File: config.mk
export PLATFORM = sky130hd
export DESIGN_NAME = fetch_inst_queue
export DESIGN_NICKNAME = d
export VERILOG_FILES = /design/src/rtl/fetch_inst_queue_pkg.sv /design/src/rtl/fetch_inst_queue_idx_fifo.sv /design/src/rtl/fetch_inst_queue.sv
export SDC_FILE = /design/constraint.sdc
export NUM_CORES = 1
export LEC_CHECK = 0
export BUFFER_PORTS_ARGS = -buffer_cell sky130_fd_sc_hd__buf_2
export CORE_ASPECT_RATIO = 1.4
export CORE_MARGIN = 2
export CORE_UTILIZATION = 40
export DETAILED_ROUTE_END_ITERATION = 16
export GPL_TIMING_DRIVEN = 1
export PLACE_DENSITY = 0.67
export SETUP_SLACK_MARGIN = 0.15
export SYNTH_ARGS = -nofsm -noshare
export SYNTH_HDL_FRONTEND = slang
export SYNTH_HIERARCHICAL = 1
export SYNTH_SLANG_ARGS = --single-unit
File: constraint.sdc
create_clock -name clk -period 4.7 [get_ports clk]
set_input_delay 0.235 -clock clk [delete_from_list [all_inputs] [get_ports clk]]
set_output_delay 0.235 -clock clk [all_outputs]
set_load 0.02 [all_outputs]
File: src/rtl/fetch_inst_queue_pkg.sv
// fetch_inst_queue_pkg: shared widths and ICACOP decode for the fetch queue.
package fetch_inst_queue_pkg;
    localparam int FETCH_META_WD = 40;
    localparam int FS_TO_DS_BUS_WD = FETCH_META_WD + 33;
    localparam logic [9:0] ICACOP_OP_HI = 10'b0000011000;
    localparam logic [2:0] ICACOP_OP_LO = 3'b000;

    function automatic logic is_icacop(input logic ex, input logic [31:0] inst);
        return !ex && inst[31:22] == ICACOP_OP_HI && inst[2:0] == ICACOP_OP_LO;
    endfunction
endpackage

File: src/rtl/fetch_inst_queue_idx_fifo.sv
// fetch_idx_fifo: in-order FIFO of ring slot indices awaiting memory data.
module fetch_idx_fifo #(
    parameter int DEPTH = 4,
    localparam int IW = $clog2(DEPTH)
) (
    input  logic          clk,
    input  logic          reset,
    input  logic          clear,
    input  logic          push,
    input  logic [IW-1:0] push_idx,
    input  logic          pop,
    output logic [IW-1:0] head_idx,
    output logic [IW:0]   count
);
    logic [IW-1:0] mem [DEPTH];
    logic [IW-1:0] wr_ptr, rd_ptr;

    assign head_idx = mem[rd_ptr];

    always_ff @(posedge clk) begin
        if (reset || clear) begin
            wr_ptr <= '0;
            rd_ptr <= '0;
            count  <= '0;
            for (int i = 0; i < DEPTH; i++) mem[i] <= '0;
        end else begin
            if (push) begin
                mem[wr_ptr] <= push_idx;
                wr_ptr      <= wr_ptr + IW'(1);
            end
            if (pop) rd_ptr <= rd_ptr + IW'(1);
            count <= count + (IW+1)'(push) - (IW+1)'(pop);
        end
    end
endmodule

File: src/rtl/fetch_inst_queue.sv
// fetch_inst_queue: DEPTH-entry in-order fetch ring pairing memory beats with
// fetch metadata, with flush-time discard accounting and a zero-latency bypass to ID.
module fetch_inst_queue
    import fetch_inst_queue_pkg::*;
#(
    parameter int DEPTH = 4,
    parameter int META_WD = FETCH_META_WD
) (
    input  logic                     clk,
    input  logic                     reset,
    input  logic                     fs_req_valid,
    input  logic                     fs_req_ex,
    input  logic [META_WD-1:0]       fs_req_meta,
    output logic                     fs_req_allowin,
    input  logic                     data_ok,
    input  logic [31:0]              inst_sram_rdata,
    input  logic                     flush,
    input  logic                     ds_allowin,
    output logic                     fs_to_ds_valid,
    output logic [META_WD+32:0]      fs_to_ds_bus,
    output logic                     discard_pending,
    output logic [$clog2(DEPTH):0]   occupancy
);
    localparam int IW = $clog2(DEPTH);
    localparam int CW = IW + 1;

    logic [META_WD-1:0] meta_q [DEPTH];
    logic [31:0]        inst_q [DEPTH];
    logic [DEPTH-1:0]   done_q, ex_q;
    logic [IW-1:0]      alloc_ptr, rd_ptr, fill_idx;
    logic [CW-1:0]      count, discard_cnt, idx_cnt, discard_next;
    logic               accept, discarding, beat_live, fill, head_fill, pop;
    logic [31:0]        head_inst;

    assign discarding     = discard_cnt != '0;
    assign fs_req_allowin = !reset && count < CW'(DEPTH)
                            && ({1'b0, idx_cnt} + {1'b0, discard_cnt}) < (CW+1)'(DEPTH);
    assign accept         = fs_req_valid && fs_req_allowin;
    assign beat_live      = data_ok && !discarding;
    assign fill           = beat_live && idx_cnt != '0;
    // A beat landing in the head slot is forwarded straight to ID.
    assign head_fill      = fill && fill_idx == rd_ptr;
    assign head_inst      = head_fill ? inst_sram_rdata : inst_q[rd_ptr];
    assign fs_to_ds_valid = count != '0 && !flush && (done_q[rd_ptr] || head_fill);
    assign pop            = fs_to_ds_valid && ds_allowin;
    assign fs_to_ds_bus   = {is_icacop(ex_q[rd_ptr], head_inst), head_inst, meta_q[rd_ptr]};
    assign discard_pending = discarding;
    assign occupancy      = count;

    // On flush every beat still owed (queued or issued this cycle) becomes a discard.
    always_comb begin
        discard_next = discard_cnt - CW'(data_ok && discarding);
        if (flush)
            discard_next = discard_next + idx_cnt - CW'(beat_live) + CW'(accept && !fs_req_ex);
    end

    fetch_idx_fifo #(.DEPTH(DEPTH)) u_idx_fifo (
        .clk      (clk),
        .reset    (reset),
        .clear    (flush),
        .push     (accept && !fs_req_ex && !flush),
        .push_idx (alloc_ptr),
        .pop      (fill && !flush),
        .head_idx (fill_idx),
        .count    (idx_cnt)
    );

    always_ff @(posedge clk) begin
        if (reset) begin
            alloc_ptr   <= '0;
            rd_ptr      <= '0;
            count       <= '0;
            discard_cnt <= '0;
            done_q      <= '0;
            ex_q        <= '0;
            for (int i = 0; i < DEPTH; i++) begin
                meta_q[i] <= '0;
                inst_q[i] <= '0;
            end
        end else if (flush) begin
            alloc_ptr   <= '0;
            rd_ptr      <= '0;
            count       <= '0;
            discard_cnt <= discard_next;
        end else begin
            if (accept) begin
                meta_q[alloc_ptr] <= fs_req_meta;
                done_q[alloc_ptr] <= fs_req_ex;
                ex_q[alloc_ptr]   <= fs_req_ex;
                alloc_ptr         <= alloc_ptr + IW'(1);
            end
            if (fill) begin
                inst_q[fill_idx] <= inst_sram_rdata;
                done_q[fill_idx] <= 1'b1;
            end
            if (pop) rd_ptr <= rd_ptr + IW'(1);
            count       <= count + CW'(accept) - CW'(pop);
            discard_cnt <= discard_next;
        end
    end

    a_no_orphan_beat: assert property (@(posedge clk) disable iff (reset)
        !(data_ok && !discarding && idx_cnt == '0));
endmodule
==> summary.md, run 1 <==
| Metric | Value |
|---|---|
| DP Worst Slack | between 1 and 1.5 ns |
| Setup TNS Final | 0 ns |
| CTS root buf | clkbuf_16 |
| Synthesized Nets | between 1000 and 1500 |
| R2R setup slack | roughly 1.1 ns |
| Worst r2r dst | occupancy[2] |
| Clock slew at reported path FFs | about 0.060 ns |
| Tmin final | 4.22 ns |
| Total track usage | between 10% and 20% |
| Share of cells above drive strength 1 | between 20 and 30% |
| Final Skew | between 0.015 and 0.02 ns |
| Achievable Freq | about 0.24 GHz |
| Seq/Total Area, Yosys | 64.8% |
| PortBufs | 157 |
| Post-DP Area | ~16000 sq um |
| Critical Path AT | 3.98 ns |
| WL per Instance | 19.2 um |
| Top-level I/O count | between 150 and 200 |
| Final instance area | 17300 sq um |
| Antenna Nets Post-Route | 0 |
| CP max FO | 14 |
| Number of global-route vias before repair | ~9000 |
| Worst Tran Pin Value | ~1.1 ns |
| Core Area | about 36000 sq um |
| Crit. End Element | output port |
| Run status | finished, final reports clean |
| Ys async rst share | 0% |
| Multi-input gate area | around 4800 sq um |
| Req. time, crit path | between 4 and 5 ns |
| Die width | approximately 170 um |
| Crit-path slowest cell | nor4_4 |
| Hpwl dp | 19.2 mm |
| Nets | between 1000 and 1500 |
| Rows | 82 |
| Post CTS Setup Buffer Count | 0 |
| Placer Congestion | around 0.74 |
| PwrDens | roughly 370 nW/um^2 |
| Period utilization | around 90% |
| CTS tree | done |
| RSZ-0062 raised after global routing | no |
| Synth Warn # | 6 |
| Drt total wl | roughly 32 mm |
| Most frequent cells in the layout | 296 x edfxtp_1, 175 x and2_1, 157 x buf_2, 102 x nor2_1, 76 x mux4_2 |
| Max stage delay on crit path | ~0.80 ns |
| DR vias | 8503 |
| Remaining global-route overflow | 0 |
| VDD IR max | between 300 and 400 uV |
| Setup CP Type | flip-flop to output port |
| Slew Limit Fails | 0 |
| Final WS setup | between 0.4 and 0.5 ns |
| First-pass GRT wire length | 49.7 mm |
| EDFF count, synth | around 300 |
| Clock insertion delay at the later pin of the skew report | around 0.53 ns |
| Total CTS buffers | 34 |
| Sequence of cells on the critical path | mux4_2 -> xor2_1 -> nor4_4 -> mux2_2 -> or4b_1 -> nor4_1 -> buf_2 |
| Mapped cell area | about 15000 sq um |
| Critical Path Sink | fs_to_ds_bus[72] |
| Leak | around 6.6 nW |
| Initial drt markers | roughly 450 |
| Main synth FF type | edfxtp_1 |
| Die area | 38100 sq um |
| Die Y | between 200 and 250 um |
| Clock buffer depth | 3 |
| Yosys cell types | between 40 and 50 |
| Starting Density | 40.7% |
| Final setup violation count | 0 |
| Most common cell after layout, fill and taps aside | edfxtp_1 |
| Syn avg cell area | 14.8 sq um |
| Startpoint Class | flip-flop |
| Yosys reg bits | approximately 330 |
| Area Growth Syn to Fin | 18.5% |
| H-tree levels | 2 |
| Fill count | ~3100 |
| R2R depth | 12 |
| Drt pass-1 iters | 4 |
| Max-cap violations | 0 |
| Final core occ | between 40% and 50% |
| Synthesized instance count | ~990 |
| Fin. Hold Viols | 0 |
| Largest net degree at the start of global routing | 42 |
| Clock sinks | ~330 |
| Storage cell area | approximately 9500 sq um |
| Max-slew headroom | between 20% and 30% |
| Antenna violations before repair | 2 |
| Hold crit path type | primary input to flip-flop |
| DRC violations left | 0 |
| DR vias/cell | between 5 and 6 |
-- cells in the mapped netlist, drive strengths merged (3+ instances only) --
master  number  share of area, %
edfxtp     296                61
and2       175               7.5
nor2       104               2.7
mux4        76                12
inv         52               1.3
clkbuf      49               1.3
nand2       47               1.2
mux2        32               2.5
dfxtp       29               4.0
ha          14               1.2
buf         12              0.49
nand3       12              0.41
nor4        11              0.66
a21oi        9              0.39
nand2b       7              0.32
or2          7              0.30
xnor2        7              0.42
nor3         6              0.21
o21ai        5              0.17
fa           4              0.55
or4b         4              0.30
xor2         4              0.24
nand3b       3              0.15
or3          3              0.13
-- worst max-delay path: cells and delay by family (launching register included) --
family                 cells  cell delay, ns
flip-flops                 1            0.37
multiplexers               2            1.02
buffers and inverters      1            0.21
XOR/XNOR                   1            0.20
AND/OR/NAND/NOR            3            1.66
-- layer usage --
layer  track usage (%)  vias up  part of all wire (%)
met4              4.40        2                   1.9
li1                  -     3937                     -
met5                 0        -                 0.041
met1              19.1     4295                    40
met2              31.2      219                    53
met3              3.75       50                   5.7
-- kinds of logic after synthesis --
logic type / synth area share, %
AOI/OAI and AO/OA: 1.20
xor gates and xnor gates: 0.821
adders and majority gates: 1.75
buffers and inverters: 3.08
DFF: 64.8
muxes: 14.2
and+or+nand+nor: 14.2
-- through the flow --
stage | power [mW] | cells | hold WS, ns
after floorplan | 3.71 | 988 | 0.433
after global placement | 3.90 | 1567 | 0.446
after detailed placement | 3.92 | 1567 | 0.450
after CTS | 6.48 | 1660 | 0.00134
after global routing | 6.63 | 1661 | 0.0102
final | 6.41 | 1661 | 0.0217
-- registers in the layout, indices dropped and copies added, names as in the netlist, named ones only --
name,flops
meta_q,160
inst_q,128
u_idx_fifo/mem,8
done_q,4
ex_q,4
discard_cnt,3
occupancy,3
u_idx_fifo/count,3
alloc_ptr,2
rd_ptr,2
u_idx_fifo/rd_ptr,2
u_idx_fifo/wr_ptr,2
-- worst min path at each step --
stage                                from            end  slack (ns)  cells past startpoint
after CTS                 fs_req_meta[34]  meta_q[3][34]       0.001                      2
after floorplan                   ex_q[2]        ex_q[2]        0.43                      2
final                     fs_req_meta[27]  meta_q[2][27]        0.02                      2
after detailed placement          ex_q[2]        ex_q[2]        0.45                      2
after global routing      fs_req_meta[27]  meta_q[2][27]        0.01                      2
after global placement            ex_q[3]        ex_q[3]        0.45                      2
-- where the power goes --
group | total [mW] | internal, mW | switching [mW]
clock | 2.54 | 1.42 | 1.12
combinational | 0.561 | 0.232 | 0.329
sequential | 3.31 | 3.27 | 0.0400
total | 6.41 | 4.92 | 1.49
-- cell type report --
cell class	count	area share, %
Tap cell	462	3.33
Timing Repair Buffer	210	7.36
Antenna cell	1	0.0144
Multi-Input combinational cell	550	27.5
Clock inverter	15	0.844
Clock buffer	46	5.17
Sequential cell	325	54.7
Inverter	52	1.13
-- timing repair --
item,in CTS,in global routing
gates resized for setup,0,0
setup endpoints to repair,0,0
endpoints found under the hold margin,98,0
hold buffers,32,0
Power figures use the tool's default switching activity.
==> run 2, diff against run 1 <==
CTS_BUF_LIST = sky130_fd_sc_hd__clkbuf_8   (was default)
==> summary.md, run 2 (synthesis gave the netlist of run 1 again) <==
| Metric | Value |
|---|---|
| Run status | finished, final reports clean (unchanged) |
| Setup TNS Final | 0 ns (unchanged) |
| Combinational share of power | 9.7% (was 8.8%) |
| Max stage delay on crit path | 0.82 ns (was 0.80 ns) |
| Total track usage | 17.0% (was 16.7%) |
| Drt pass-1 iters | 6 (was 4) |
| Drt total wl | 32.5 mm (was 31.9 mm) |
| Req. time, crit path | 4.47 ns (about the same) |
| Remaining global-route overflow | 0 (unchanged) |
| Nets | 1325 (was 1270) |
| DR vias/cell | 5.03 (was 5.12) |
| VDD IR max | 206 uV (was 319 uV) |
| Clock buffer depth | 3 (unchanged) |
| Buf/Inv on CP | 1 (unchanged) |
| Sw Share | 24.2% (was 23.3%) |
| R2R depth | 12 (unchanged) |
| Post-CTS sizing | 0 (unchanged) |
| PortBufs | 157 (unchanged) |
| Slew Limit Fails | 0 (unchanged) |
| CTS root buf | clkbuf_8 (was clkbuf_16) |
| Fin. Hold Viols | 0 (unchanged) |
| Sequence of cells on the critical path | mux4_2 -> xor2_1 -> nor4_4 -> mux2_2 -> or4b_1 -> nor4_1 -> buf_2 (unchanged) |
| Starting Density | 40.7% (unchanged) |
| Hold path depth | 2 (unchanged) |
| Hold crit path type | primary input to flip-flop (unchanged) |
| Final Skew | 0.0397 ns (was 0.0164 ns) |
| Setup CP Type | flip-flop to output port (unchanged) |
| Die area | 38100 sq um (unchanged) |
| PwrDens | 344 nW/um^2 (was 370 nW/um^2) |
| CTS tree | done (unchanged) |
| Post CTS Setup Buffer Count | 0 (unchanged) |
| WL per Instance | 18.8 um (was 19.2 um) |
| Regs by FF count | meta_q (160), inst_q (128), u_idx_fifo/mem (8) (unchanged) |
| Startpoint Class | flip-flop (unchanged) |
| CP max FO | 14 (unchanged) |
| RSZ-0062 raised after global routing | no (unchanged) |
| Max FFs per register | 160 (unchanged) |
| First-pass GRT wire length | 50.6 mm (was 49.7 mm) |
| Achievable Freq | 0.232 GHz (was 0.237 GHz) |
| Clock sinks | 325 (unchanged) |
| Clock insertion delay at the later pin of the skew report | 0.60 ns (was 0.53 ns) |
| Share of cells above drive strength 1 | 29.3% (was 29.7%) |
| Sw Pwr | 1.47 mW (was 1.49 mW) |
| Crit-path slowest cell | nor4_4 (unchanged) |
| Largest net degree at the start of global routing | 42 (unchanged) |
| Core Area | 35900 sq um (unchanged) |
| Hpwl dp | 19.2 mm (unchanged) |
| Sequential share of power | 54.6% (was 51.6%) |
| Top cell family by delay on the critical path | simple AND/OR/NAND/NOR gates (unchanged) |
| Leak | 6.80 nW (was 6.61 nW) |
| Antenna Nets Post-Route | 0 (unchanged) |
| Most frequent cells in the layout | 296 x edfxtp_1, 175 x and2_1, 157 x buf_2, 102 x nor2_1, 76 x mux4_2 (unchanged) |
| R2R setup slack | 1.06 ns (was 1.07 ns) |
| H-tree levels | 2 (unchanged) |
| Cell count along the critical path | 7 (unchanged) |
| Number of global-route vias before repair | 9287 (was 8984) |
| Antenna violations before repair | 0 (was 2) |
| Top-level I/O count | 158 (unchanged) |
| DR vias | 8695 (was 8503) |
| Critical Path AT | 4.07 ns (was 3.98 ns) |
| Die Y | 230 um (unchanged) |
| Most common cell after layout, fill and taps aside | edfxtp_1 (unchanged) |
| Hold Buf Count CTS | 71 (was 32) |
| Reg with most FFs | meta_q (unchanged) |
| Placer Congestion | 0.742 (unchanged) |
| Initial drt markers | 447 (was 446) |
| Clock slew at reported path FFs | 0.06 ns (about the same) |
| WHS Endpoint | discard_cnt[1] (was meta_q[2][27]) |
| Final setup violation count | 0 (unchanged) |
| Area Growth Syn to Fin | 20.3% (was 18.5%) |
| Storage cell area | 9480 sq um (unchanged) |
| Pwr Total | 6.06 mW (was 6.41 mW) |
| Die width | 166 um (unchanged) |
| Multi-input gate area | 4760 sq um (unchanged) |
| Worst r2r dst | occupancy[2] (unchanged) |
| Rows | 82 (unchanged) |
| Period utilization | 91.6% (was 89.7%) |
| Worst Tran Pin Value | 1.06 ns (about the same) |
| Worst Min Path Start | reset (was fs_req_meta[27]) |
| Clock share of power | 35.7% (was 39.6%) |
| DRC violations left | 0 (unchanged) |
| Tmin final | 4.30 ns (was 4.22 ns) |
| Fill count | 3118 (was 3142) |
| Crit. End Element | output port (unchanged) |
| Total CTS buffers | 50 (was 34) |
| Max-cap violations | 0 (unchanged) |
| ANT cells | 0 (was 1) |
| Internal | 4.59 mW (was 4.92 mW) |
| Max-slew headroom | 29.1% (was 29.3%) |
run 2: cell types whose count changed in the layout (fill, tap and decap cells not counted), moves of 8 or more:
| cell | delta |
|---|---|
| clkinv_1 | +8 |
| dlygate4sd3_1 | +39 |
| clkbuf_1 | -12 |
| clkbuf_8 | +51 |
| inv_1 | +19 |
| clkbuf_16 | -34 |
run 2: per-stage QoR:
stage | hold slack (ns) | std cells | area [sq um] | setup WS, ns | utilization (%)
after floorplan | 0.433 | 988 | 14600 | 0.385 | -
after global placement | 0.446 | 1567 | 16000 | 1.12 | 44.5
after detailed placement | 0.450 | 1567 | 16000 | 1.02 | 44.5
after CTS | 0.00109 | 1729 | 17600 | 0.352 | 49.0
after global routing | 0.0293 | 1729 | 17600 | 0.205 | 49.0
final | 0.0397 | 1729 | 17600 | 0.397 | 49.0
run 2: worst max path at each step:
stage	startpoint	to	slack, ns
after floorplan	discard_cnt[0]	inst_q[0][0]	0.38
after global placement	flip-flop	fs_to_ds_bus[72]	1.12
after detailed placement	flip-flop	fs_to_ds_bus[72]	1.02
after CTS	flip-flop	fs_to_ds_bus[72]	0.35
after global routing	flip-flop	fs_to_ds_bus[72]	0.21
final	flip-flop	fs_to_ds_bus[72]	0.40
run 2: per-layer routing:
layer	GRT usage, %	wire length [um]
met1	19.3	12700
met5	0	0
met4	5.16	702
met2	31.8	17200
met3	3.65	1840
run 2: layout make-up:
cell class,instances,share of cell area (%)
clock inverters,40,1.17
clock buffers,51,3.99
inverters,52,1.11
multi-input cells,550,27.1
flip-flops and latches,325,53.9
well taps,462,3.29
repair buffers,249,9.48
run 2: power by group through the flow:
stage          clock (mW)  sequential (mW)  combinational [mW]
2_1_floorplan           0             3.36               0.350
3_3_place_gp            0             3.36               0.541
3_5_place_dp            0             3.37               0.549
4_1_cts              2.22             3.31               0.598
5_1_grt              2.34             3.32               0.645
6_report             2.16             3.31               0.587
run 2: worst reg2reg max path, cell delays in order (launching register included):
cell and delay (ns):
dfxtp_1 0.37, mux4_2 0.60, xor2_1 0.20, nor4_4 0.82, buf_4 0.25, o211a_1 0.19, ha_1 0.14, inv_1 0.04
ha_1 0.18, fa_1 0.38, xnor2_1 0.18, xnor2_1 0.13, nor2_1 0.05
==> run 3, diff against run 2 <==
CAP_MARGIN = 30   (was default)
CORE_UTILIZATION = 35   (was 40)
PLACE_DENSITY = 0.59   (was 0.67)
clock period = 4.9 ns   (was 4.7 ns; I/O delays follow)
==> summary.md, run 3 (synthesis gave the netlist of run 1 again) <==
| Metric | Value |
|---|---|
| Setup TNS Final | 0 ns (unchanged) |
| Clock insertion delay at the later pin of the skew report | 0.62 ns (was 0.60 ns) |
| Req. time, crit path | 4.66 ns (was 4.47 ns) |
| Worst Tran Pin Value | 0.901 ns (was 1.06 ns) |
| Sequence of cells on the critical path | mux4_2 -> xor2_1 -> nor4_4 -> buf_4 -> mux2_2 -> or4b_1 -> nor4_1 -> buf_2 (was mux4_2 -> xor2_1 -> nor4_4 -> mux2_2 -> or4b_1 -> nor4_1 -> buf_2) |
| Share of cells above drive strength 1 | 29.7% (was 29.3%) |
| Remaining global-route overflow | 0 (unchanged) |
| Run status | finished, final reports clean (unchanged) |
| Max-slew headroom | 39.9% (was 29.1%) |
| Rows | 88 (was 82) |
| Post-DP Area | 16100 sq um (was 16000 sq um) |
| Final WS setup | 0.588 ns (was 0.397 ns) |
| Largest net degree at the start of global routing | 42 (unchanged) |
| Leak | 6.86 nW (was 6.80 nW) |
| PwrDens | 332 nW/um^2 (was 344 nW/um^2) |
| CP max FO | 19 (was 14) |
| Antenna violations before repair | 0 (unchanged) |
| Placer Congestion | 0.746 (was 0.742) |
| DP Worst Slack | 1.17 ns (was 1.02 ns) |
| WL per Instance | 18.7 um (was 18.8 um) |
| Achievable Freq | 0.232 GHz |
| CTS root buf | clkbuf_8 (unchanged) |
| Most common cell after layout, fill and taps aside | edfxtp_1 (unchanged) |
| Internal | 4.47 mW (was 4.59 mW) |
| Drt total wl | 33.8 mm (was 32.5 mm) |
| Starting Density | 35.5% (was 40.7%) |
| H-tree levels | 2 (unchanged) |
| R2R setup slack | 1.30 ns (was 1.06 ns) |
| Crit-path slowest cell | mux4_2 (was nor4_4) |
| Area Growth Syn to Fin | 21.5% (was 20.3%) |
| Placed cells | 1647 (was 1567) |
| PortBufs | 157 (unchanged) |
| Crit. End Element | output port (unchanged) |
| VDD IR max | 271 uV (was 206 uV) |
| Initial drt markers | 595 (was 447) |
| ANT cells | 0 (unchanged) |
| Hpwl dp | 20.4 mm (was 19.2 mm) |
| Clock share of power | 36.5% (was 35.7%) |
| Total CTS buffers | 51 (was 50) |
| Tmin final | about 4.3 ns |
| Sw Share | 24.2% (about the same) |
| Antenna Nets Post-Route | 0 (unchanged) |
| Pwr Total | 5.89 mW (was 6.06 mW) |
| Fin. Hold Viols | 0 (unchanged) |
| Die width | 177 um (was 166 um) |
| Max stage delay on crit path | 0.59 ns (was 0.82 ns) |
| Clock buffer depth | 3 (unchanged) |
| Most frequent cells in the layout | 296 x edfxtp_1, 175 x and2_1, 157 x buf_2, 102 x nor2_1 (was 296 x edfxtp_1, 175 x and2_1, 157 x buf_2, 102 x nor2_1, 76 x mux4_2) |
| RSZ-0062 raised after global routing | no (unchanged) |
| Clock slew at reported path FFs | 0.07 ns (was 0.06 ns) |
| Startpoint Class | flip-flop (unchanged) |
| Sequential share of power | 53.9% (was 54.6%) |
| Post CTS Setup Buffer Count | 0 (unchanged) |
| Sw Pwr | 1.43 mW (was 1.47 mW) |
| Clock sinks | 325 (unchanged) |
| Setup CP Type | flip-flop to output port (unchanged) |
| Post-CTS sizing | 0 (unchanged) |
| Nets | 1329 (was 1325) |
| CTS tree | done (unchanged) |
| Slew Limit Fails | 0 (unchanged) |
| DRC violations left | 0 (unchanged) |
| Hold crit path type | primary input to flip-flop (unchanged) |
| Critical Path AT | 4.07 ns (about the same) |
| Drt pass-1 iters | 5 (was 6) |
| First-pass GRT wire length | 51.9 mm (was 50.6 mm) |
| Die area | 43500 sq um (was 38100 sq um) |
| Die Y | 246 um (was 230 um) |
| Max FFs per register | 160 (unchanged) |
| Final setup violation count | 0 (unchanged) |
| Final Skew | 0.0311 ns (was 0.0397 ns) |
| Combinational share of power | 9.6% (was 9.7%) |
| Top-level I/O count | 158 (unchanged) |
| Regs by FF count | meta_q (160), inst_q (128), u_idx_fifo/mem (8) (unchanged) |
| DR vias/cell | 4.82 (was 5.03) |
| DR vias | 8709 (was 8695) |
| Max-cap violations | 0 (unchanged) |
| Final instance area | 17800 sq um (was 17600 sq um) |
| Core Area | 41200 sq um (was 35900 sq um) |
| Reg with most FFs | meta_q (unchanged) |
| Number of global-route vias before repair | 9382 (was 9287) |
| Non-Filler Instances | 1808 (was 1729) |
| Period utilization | between 80 and 90% |
| Total track usage | 15.6% (was 17.0%) |
-- run 3: cell type report --
cell class | count | area, sq um
Inverter | 52 | 195
Clock buffer | 55 | 757
Multi-Input combinational cell | 550 | 4770
Sequential cell | 325 | 9480
Clock inverter | 34 | 186
Fill cell | 3792 | 23400
Tap cell | 540 | 676
Timing Repair Buffer | 252 | 1700
-- run 3: path summary, 6_finish.rpt --
kind,start,to,cells after the start
worst max-delay path,flip-flop,fs_to_ds_bus[72],8
worst min-delay path,inst_sram_rdata[22],inst_q[3][22],3
worst max register to register,u_idx_fifo/count[2],meta_q[2][3],6
worst min register to register,ex_q[0],ex_q[0],2
-- run 3: worst max-delay path, delay by kind of cell, from the launching register on --
kind | cells | cell delay, ns
xor gates and xnor gates | 1 | 0.19
muxes | 2 | 0.97
DFF | 1 | 0.37
buffers and inverters | 2 | 0.58
and+or+nand+nor | 3 | 1.33
-- run 3: power groups by stage --
stage	clock, mW	combinational, mW	sequential [mW]
6_report	2.15	0.566	3.18
4_1_cts	2.22	0.579	3.18
3_5_place_dp	0	0.530	3.23
3_3_place_gp	0	0.523	3.23
2_1_floorplan	0	0.335	3.22
5_1_grt	2.32	0.626	3.18
-- run 3: metrics by stage --
stage                     hold WS (ns)  util (%)
after floorplan                  0.433         -
after global placement           0.448      39.0
after detailed placement         0.447      39.1
after CTS                      0.00596      43.1
after global routing            0.0472      43.1
final                           0.0478      43.1
-- run 3: layer usage --
metal	routed length, um	GRT usage (%)
met4	912	5.30
met1	13200	17.8
met3	1950	3.54
met2	17700	28.7
met5	0	0
-- run 3: timing repair --
item / in CTS / in global routing
endpoints found under the hold margin: 220 / 0
endpoints found under the setup margin: 0 / 0
hold buffers: 72 / 0
